[config.mk]
export PLATFORM = sky130hd
export DESIGN_NAME = plru_ctrl
export DESIGN_NICKNAME = d
export VERILOG_FILES = /design/src/rtl/plru_ctrl.sv
export SDC_FILE = /design/constraint.sdc
export NUM_CORES = 1
export LEC_CHECK = 0
export BUFFER_PORTS_ARGS = -buffer_cell sky130_fd_sc_hd__buf_2
export CAP_MARGIN = 15
export CELL_PAD_IN_SITES_DETAIL_PLACEMENT = 0
export CELL_PAD_IN_SITES_GLOBAL_PLACEMENT = 1
export CORE_AREA = 4 4 41 43
export DETAILED_ROUTE_END_ITERATION = 10
export DIE_AREA = 0 0 45 47
export PLACE_DENSITY_LB_ADDON = 0.1
export SETUP_SLACK_MARGIN = 0.2
export SYNTH_ARGS = -nofsm -noshare
export SYNTH_HDL_FRONTEND = slang
export SYNTH_SLANG_ARGS = --single-unit
[constraint.sdc]
create_clock -name clk -period 2.5 [get_ports clk]
set_input_delay 0.125 -clock clk [delete_from_list [all_inputs] [get_ports clk]]
set_output_delay 0.125 -clock clk [all_outputs]
set_load 0.02 [all_outputs]
[src/rtl/plru_ctrl.sv]
// plru_ctrl: arbitrates PLRU touch writes and victim reads onto a single-port 2-way PLRU array.
// Define PLRU_CTRL_PERF_EN to add saturating perf_touch / perf_vic counters.
module plru_ctrl #(
  parameter int S_INDEX = 4,
  parameter int RD_LAT  = 1
) (
  input  logic               clk,
  input  logic               rst,
  input  logic               upd_valid,
  input  logic [S_INDEX-1:0] upd_set,
  input  logic               upd_way,
  output logic               upd_ready,
  input  logic               vic_req,
  input  logic [S_INDEX-1:0] vic_set,
  output logic               vic_valid,
  output logic               vic_way,
  output logic               csb0,
  output logic               web0,
  output logic [S_INDEX-1:0] addr0,
  output logic               din0,
  input  logic               dout0
`ifdef PLRU_CTRL_PERF_EN
  ,
  output logic [31:0]        perf_touch,
  output logic [31:0]        perf_vic
`endif
);

  typedef enum logic [1:0] {
    IDLE    = 2'd0,
    RD_WAIT = 2'd1,
    RESP    = 2'd2
  } state_t;

  localparam logic [1:0] CNT_INIT = 2'(RD_LAT - 1);

  state_t     r_state;
  state_t     w_state_nxt;
  logic [1:0] r_cnt;
  logic [1:0] w_cnt_nxt;
  logic       r_vic_way;
  logic       w_vic_way_nxt;
  logic       w_port_free;

  // State, latency counter and captured victim way
  always_ff @(posedge clk or posedge rst) begin
    if (rst) begin
      r_state   <= IDLE;
      r_cnt     <= 2'd0;
      r_vic_way <= 1'b0;
    end else begin
      r_state   <= w_state_nxt;
      r_cnt     <= w_cnt_nxt;
      r_vic_way <= w_vic_way_nxt;
    end
  end

  // Next-state logic; touches win over victim reads whenever the port is free
  always_comb begin
    w_state_nxt   = r_state;
    w_cnt_nxt     = r_cnt;
    w_vic_way_nxt = r_vic_way;
    w_port_free   = 1'b0;
    case (r_state)
      IDLE: begin
        w_port_free = 1'b1;
        if (!upd_valid && vic_req) begin
          w_state_nxt = RD_WAIT;
          w_cnt_nxt   = CNT_INIT;
        end else begin
          w_state_nxt = IDLE;
        end
      end
      RD_WAIT: begin
        if (r_cnt != 2'd0) begin
          w_cnt_nxt = r_cnt - 2'd1;
        end else begin
          w_vic_way_nxt = dout0;
          w_state_nxt   = RESP;
        end
      end
      RESP: begin
        w_port_free = 1'b1;
        w_state_nxt = IDLE;
      end
      default: begin
        w_state_nxt = IDLE;
      end
    endcase
  end

  // Array port drive; reset forces the port idle even mid-cycle
  always_comb begin
    upd_ready = 1'b0;
    csb0      = 1'b1;
    web0      = 1'b1;
    addr0     = {S_INDEX{1'b0}};
    din0      = 1'b0;
    if (!rst && w_port_free && upd_valid) begin
      upd_ready = 1'b1;
      csb0      = 1'b0;
      web0      = 1'b0;
      addr0     = upd_set;
      din0      = upd_way;
    end else if (!rst && (r_state == IDLE) && vic_req) begin
      csb0  = 1'b0;
      web0  = 1'b1;
      addr0 = vic_set;
    end else begin
      csb0 = 1'b1;
    end
  end

  assign vic_valid = (r_state == RESP);
  assign vic_way   = r_vic_way;

`ifdef PLRU_CTRL_PERF_EN
  logic [31:0] r_perf_touch;
  logic [31:0] r_perf_vic;

  // Saturating event counters
  always_ff @(posedge clk or posedge rst) begin
    if (rst) begin
      r_perf_touch <= 32'd0;
      r_perf_vic   <= 32'd0;
    end else begin
      if (upd_ready && (r_perf_touch != 32'hFFFF_FFFF)) begin
        r_perf_touch <= r_perf_touch + 32'd1;
      end
      if (vic_valid && (r_perf_vic != 32'hFFFF_FFFF)) begin
        r_perf_vic <= r_perf_vic + 32'd1;
      end
    end
  end

  assign perf_touch = r_perf_touch;
  assign perf_vic   = r_perf_vic;
`endif

endmodule

# After elaboration in Yosys (flattened, before gate mapping)
# Index checks and enable logic that the tools add are counted.
dict set report totals {
  reg_bits 5
  inputBits 14
  output_inout_bits 10
}
dict set report op_classes {
  n_addsub 1
  eq_ne 5
  muxes 14
  n_bitwise 1
  reduce_logical 13
}
# cell count
set ops {}
lappend ops {{$mux W4} 2}
lappend ops {{$pmux W2 S2} 2}
lappend ops {{$mux W1} 7}
lappend ops {{$mux W2} 3}
lappend ops {{$ne A2 B2 Y1 const B} 3}
lappend ops {{$logic_and A1 B1 Y1} 5}
lappend ops {{$reduce_bool A2 Y1} 2}
lappend ops {{$reduce_and A3 Y1} 1}
lappend ops {{$eq A2 B1 Y1 const B} 1}
lappend ops {{$eq A2 B2 Y1 const B} 1}
lappend ops {{$logic_not A1 Y1} 2}
lappend ops {{$logic_not A2 Y1} 1}
lappend ops {{$reduce_and A2 Y1} 1}
lappend ops {{$reduce_or A2 Y1} 1}
lappend ops {{$sub A2 B1 Y2 const B} 1}
lappend ops {{$not A1 Y1} 1}

# Depth between registers and ports, before layout
dict set report logic_depth {
  depth_word 6
  depth_mapped 5
  ltp_nobuf 5
}

# Least setup slack after synthesis
# Ideal clock, no wire load.
dict set report synth_timing {
  path_type {reg-to-output}
  start {reg r_state[0]}
  end {out addr0[0]}
  t_arrival_ns 1.219
  required_ns 2.375
  setup_slack_ns 1.156
  stages_incl_launch_ff 6
  path_buffers 1
  path_cell_list {dfrtp_1 > buf_4 > nor2_4 > nand2_1 > inv_2 > a22o_1}
}
dict set report synth_between {
  elab_chain_cells 6
  elab_cells_between_ends 10
  classes_between {eq/ne: 1; mux: 3; reduce/logical: 6}
}
# element line
set synth_lines {}
lappend synth_lines {{start: declaration} 37} ;# state_t r_state;
lappend synth_lines {{start signal: assignment} 52} ;# r_state <= w_state_nxt;
lappend synth_lines {{$eq A2 B2 Y1 or $logic_not A2 Y1 (tied branches)} {64, 105}}
lappend synth_lines {{$reduce_or A2 Y1 (no source line)} --}
lappend synth_lines {{$mux W1} 64} ;# case (r_state)
lappend synth_lines {{$logic_and A1 B1 Y1 (2 in series)} 99} ;# if (!rst && w_port_free && upd_valid) begin
lappend synth_lines {{$mux W4 *} 99}
lappend synth_lines {{end: declaration} 19} ;# output logic [S_INDEX-1:0] addr0,
# Mark *: on every way between the ends. The rest lies on a longest branch, timed or not.

# Final worst setup path
dict set report layout_timing {
  start {in rst}
  end {out addr0[2]}
}
dict set report layout_between {
  elab_chain_cells 5
  elab_cells_between_ends 7
  classes_between {mux: 2; reduce/logical: 5}
}
# element line
set layout_lines {}
lappend layout_lines {{start: declaration} 8} ;# input logic rst,
lappend layout_lines {{$logic_not A1 Y1 *} {99, 105}}
lappend layout_lines {{$logic_and A1 B1 Y1 (2 in series)} 105} ;# end else if (!rst && (r_state == IDLE) && vic_req) begin
lappend layout_lines {{$mux W4} 105}
lappend layout_lines {{$mux W4 *} 99}
# Marked as above.

==> results.py <==
metrics = {
    "outcome": {
        "status": "complete, no violations",
    },
    "die": {
        "design.die.area_mm2": 0.00212,
        "fp.dieH_um": 47,
        "die_x_um": 45,
        "rows": 13,
        "ios": 24,
        "initial_utilization_pct": 25.7,
        "core-area_mm2": 0.00130,
    },
    "place": {
        "port_buffers": 23,
        "place_ws_ns": 1.17,
        "dpl.hpwl_um": 733,
        "routabilityCongestion": 0.689,
    },
    "pwr": {
        "p_seq_share_pct": 37.3,
        "leakagePower_nw": 0.283,
        "powerDensity_mw_per_mm2": 502,
        "p_clk_share_pct": 37.8,
        "switchingPower_uw": 74.0,
        "pwr-share-comb_pct": 24.9,
        "vdd_drop_max_mv": 0.318,
        "internal_power_uw": 175,
        "switching_share_pct": 29.7,
    },
    "synthesis": {
        "synth_top_family_by_area": "compound AO/OA/AOI/OAI gates",
        "seq_area_frac_synth_pct": 37.5,
        "ys_ff_latch": 5,
        "synth_edf_count": 0,
        "syn_inst": 36,
        "syn_nets": 51,
        "syn_area_um2": 334,
        "avgSynthCellArea_um2": 9.28,
        "synthTopCellsByArea": "dfrtp_1, a22o_1, nor2b_1, inv_1, ha_1",
        "synth.distinct_cells": 19,
        "synth_compound_area_share_pct": 22.8,
        "synth_top_area_cell": "dfrtp_1",
        "yosysTopAreaCellShare_pct": 37.5,
        "yosys.area_share.simple_pct": 21.7,
        "synthXorXnorAreaFrac_pct": 0,
        "synthTopCellsByCount": "a22o_1, dfrtp_1, inv_1",
        "synthAdderAreaFrac_pct": 3.75,
        "ys_warn_count": 0,
        "ys.flop_type": "dfrtp_1",
        "synthArstFlopShare_pct": 100,
        "synth.area.mux_share_pct": 6.37,
    },
    "route": {
        "postRouteAntennaNets": 0,
        "drc": 0,
        "drt_iter0_drc": 0,
        "routed_wl_um": 875,
        "post_drt_wl_per_cell_um": 11.2,
        "vias_per_cell": 4.78,
        "dr_total_vias": 373,
        "dr.pass1.iters": 1,
    },
    "global_routing": {
        "first_global_vias": 361,
        "overflow": 0,
        "antenna_found_initial": 0,
        "grt.total_usage_pct": 9.68,
        "grt_max_degree": 8,
        "grt_pass1_wl_mm": 1.44,
    },
    "timing": {
        "rsz0062_at_grt": "no",
        "drv_slew": 0,
        "tightest_slew_ns": 0.274,
        "setup_slack_ns": 0.957,
        "setup_viol": 0,
        "fin_worst_skew_ns": 0.00411,
        "fin_crit_ns": 1.54,
        "hold_violations": 0,
        "max_slew_margin_pct": 81.7,
        "finalCritPeriodShare_pct": 61.7,
        "clock.fmax_ghz": 0.648,
        "setup_tns_ns": 0,
    },
    "critical_path": {
        "path_max_fanout": 4,
        "cp.arrival_ns": 1.42,
        "cp-start-kind": "primary input",
        "required_ns": 2.38,
        "critical_path.endpoint_type": "output pin",
        "path_class": "primary input to output pin",
    },
    "final_layout": {
        "nets": 79,
        "nFillCells": 148,
        "utilization_pct": 38.2,
        "syn_to_final_growth_pct": 48.7,
        "num_antenna_cells": 0,
        "drive_gt1_share_pct": 47.6,
    },
    "hold_path": {
        "hold_class": "primary input to flip-flop",
    },
    "clock_network": {
        "holdBufCountCts": 1,
        "post_cts_resized": 0,
        "insertion_delay_ns": 0.24,
        "cts.clk_slew.worst_paths_ns": 0.04,
        "post_cts_buffers": 0,
        "cts_max_level": 1,
        "clkSinkCount": 5,
        "cts_buffer_depth": 2,
        "cts_tree": "done",
        "cts_root_buf": "clkbuf_4",
        "cts_made_buffers": 3,
    },
    "run": {
        "drv_cap": 0,
    },
}
## path summary, 6_finish.rpt
check / from / to / slack (ns) / cells past startpoint
max: rst / addr0[2] / 0.96 / 6
min: dout0 / vic_way / 0.12 / 2
max reg2reg: r_cnt[0] / vic_way / 1.17 / 5
min reg2reg: vic_way / vic_way / 0.52 / 1
max in group asynchronous: rst / r_state[1] / 1.96 / 3
min in group asynchronous: rst / r_state[0] / 0.36 / 3
## cells by family after synthesis
kind of cell             count (synthesis)
AND/OR/NAND/NOR                         12
AO/OA/AOI/OAI                           10
buffers and inverters                    6
flip-flops                               5
multiplexers                             2
adder cells (fa/ha/maj)                  1
## cell usage in the layout (no fill, tap or decap), drive strengths merged
cell type    instances
inv                  5
clkbuf               4
a22o                 6
mux2i                1
dlygate4sd3          1
and3b                1
nand2                2
nor2b                3
or3                  2
nor2                 3
mux2                 1
o21bai               1
o21ai                3
dfrtp                5
and3                 1
buf                 23
ha                   1
## layer usage
metal	global-route usage [%]	share of wire (%)
met2	17.8	50
met3	2.30	14
met4	8.77	3.3
met1	8.76	33
met5	0	0
## sequential cells by signal (all words and copies together), names as in the netlist
register	count
r_state	2
vic_way	1
r_cnt	2
## critical path, cell delays in order
cell           delay [ns]
dlygate4sd3_1        0.53
buf_2                0.14
nor2_4               0.09
and3b_1              0.23
a22o_1               0.14
buf_2                0.15
## cell type report
cell class                 instances  area [um^2]  area share (%)
timing repair buffer              24          125            25.2
tap                               15         18.8            3.78
sequential                         5          125            25.2
clock buffer                       4         26.3            5.29
multi-input combinational         25          183            36.8
inverter                           5         18.8            3.78
## through the flow
step	instances	area (um^2)	hold slack, ns	power (mW)
after floorplan	36	334	-0.0965	0.131
after global placement	73	460	0.0783	0.157
after detailed placement	73	460	0.0675	0.156
after CTS	78	497	0.120	0.254
after global routing	78	497	0.129	0.266
final	78	497	0.124	0.249
## power by group through the flow
stage / Clock, mW / Combinational (mW) / Sequential (mW)
after CTS: 0.0975 / 0.0634 / 0.0931
after detailed placement: 0 / 0.0619 / 0.0941
final: 0.0943 / 0.0620 / 0.0930
after global routing: 0.103 / 0.0686 / 0.0945
after global placement: 0 / 0.0626 / 0.0940
after floorplan: 0 / 0.0346 / 0.0960
Power figures use the tool's default switching activity.
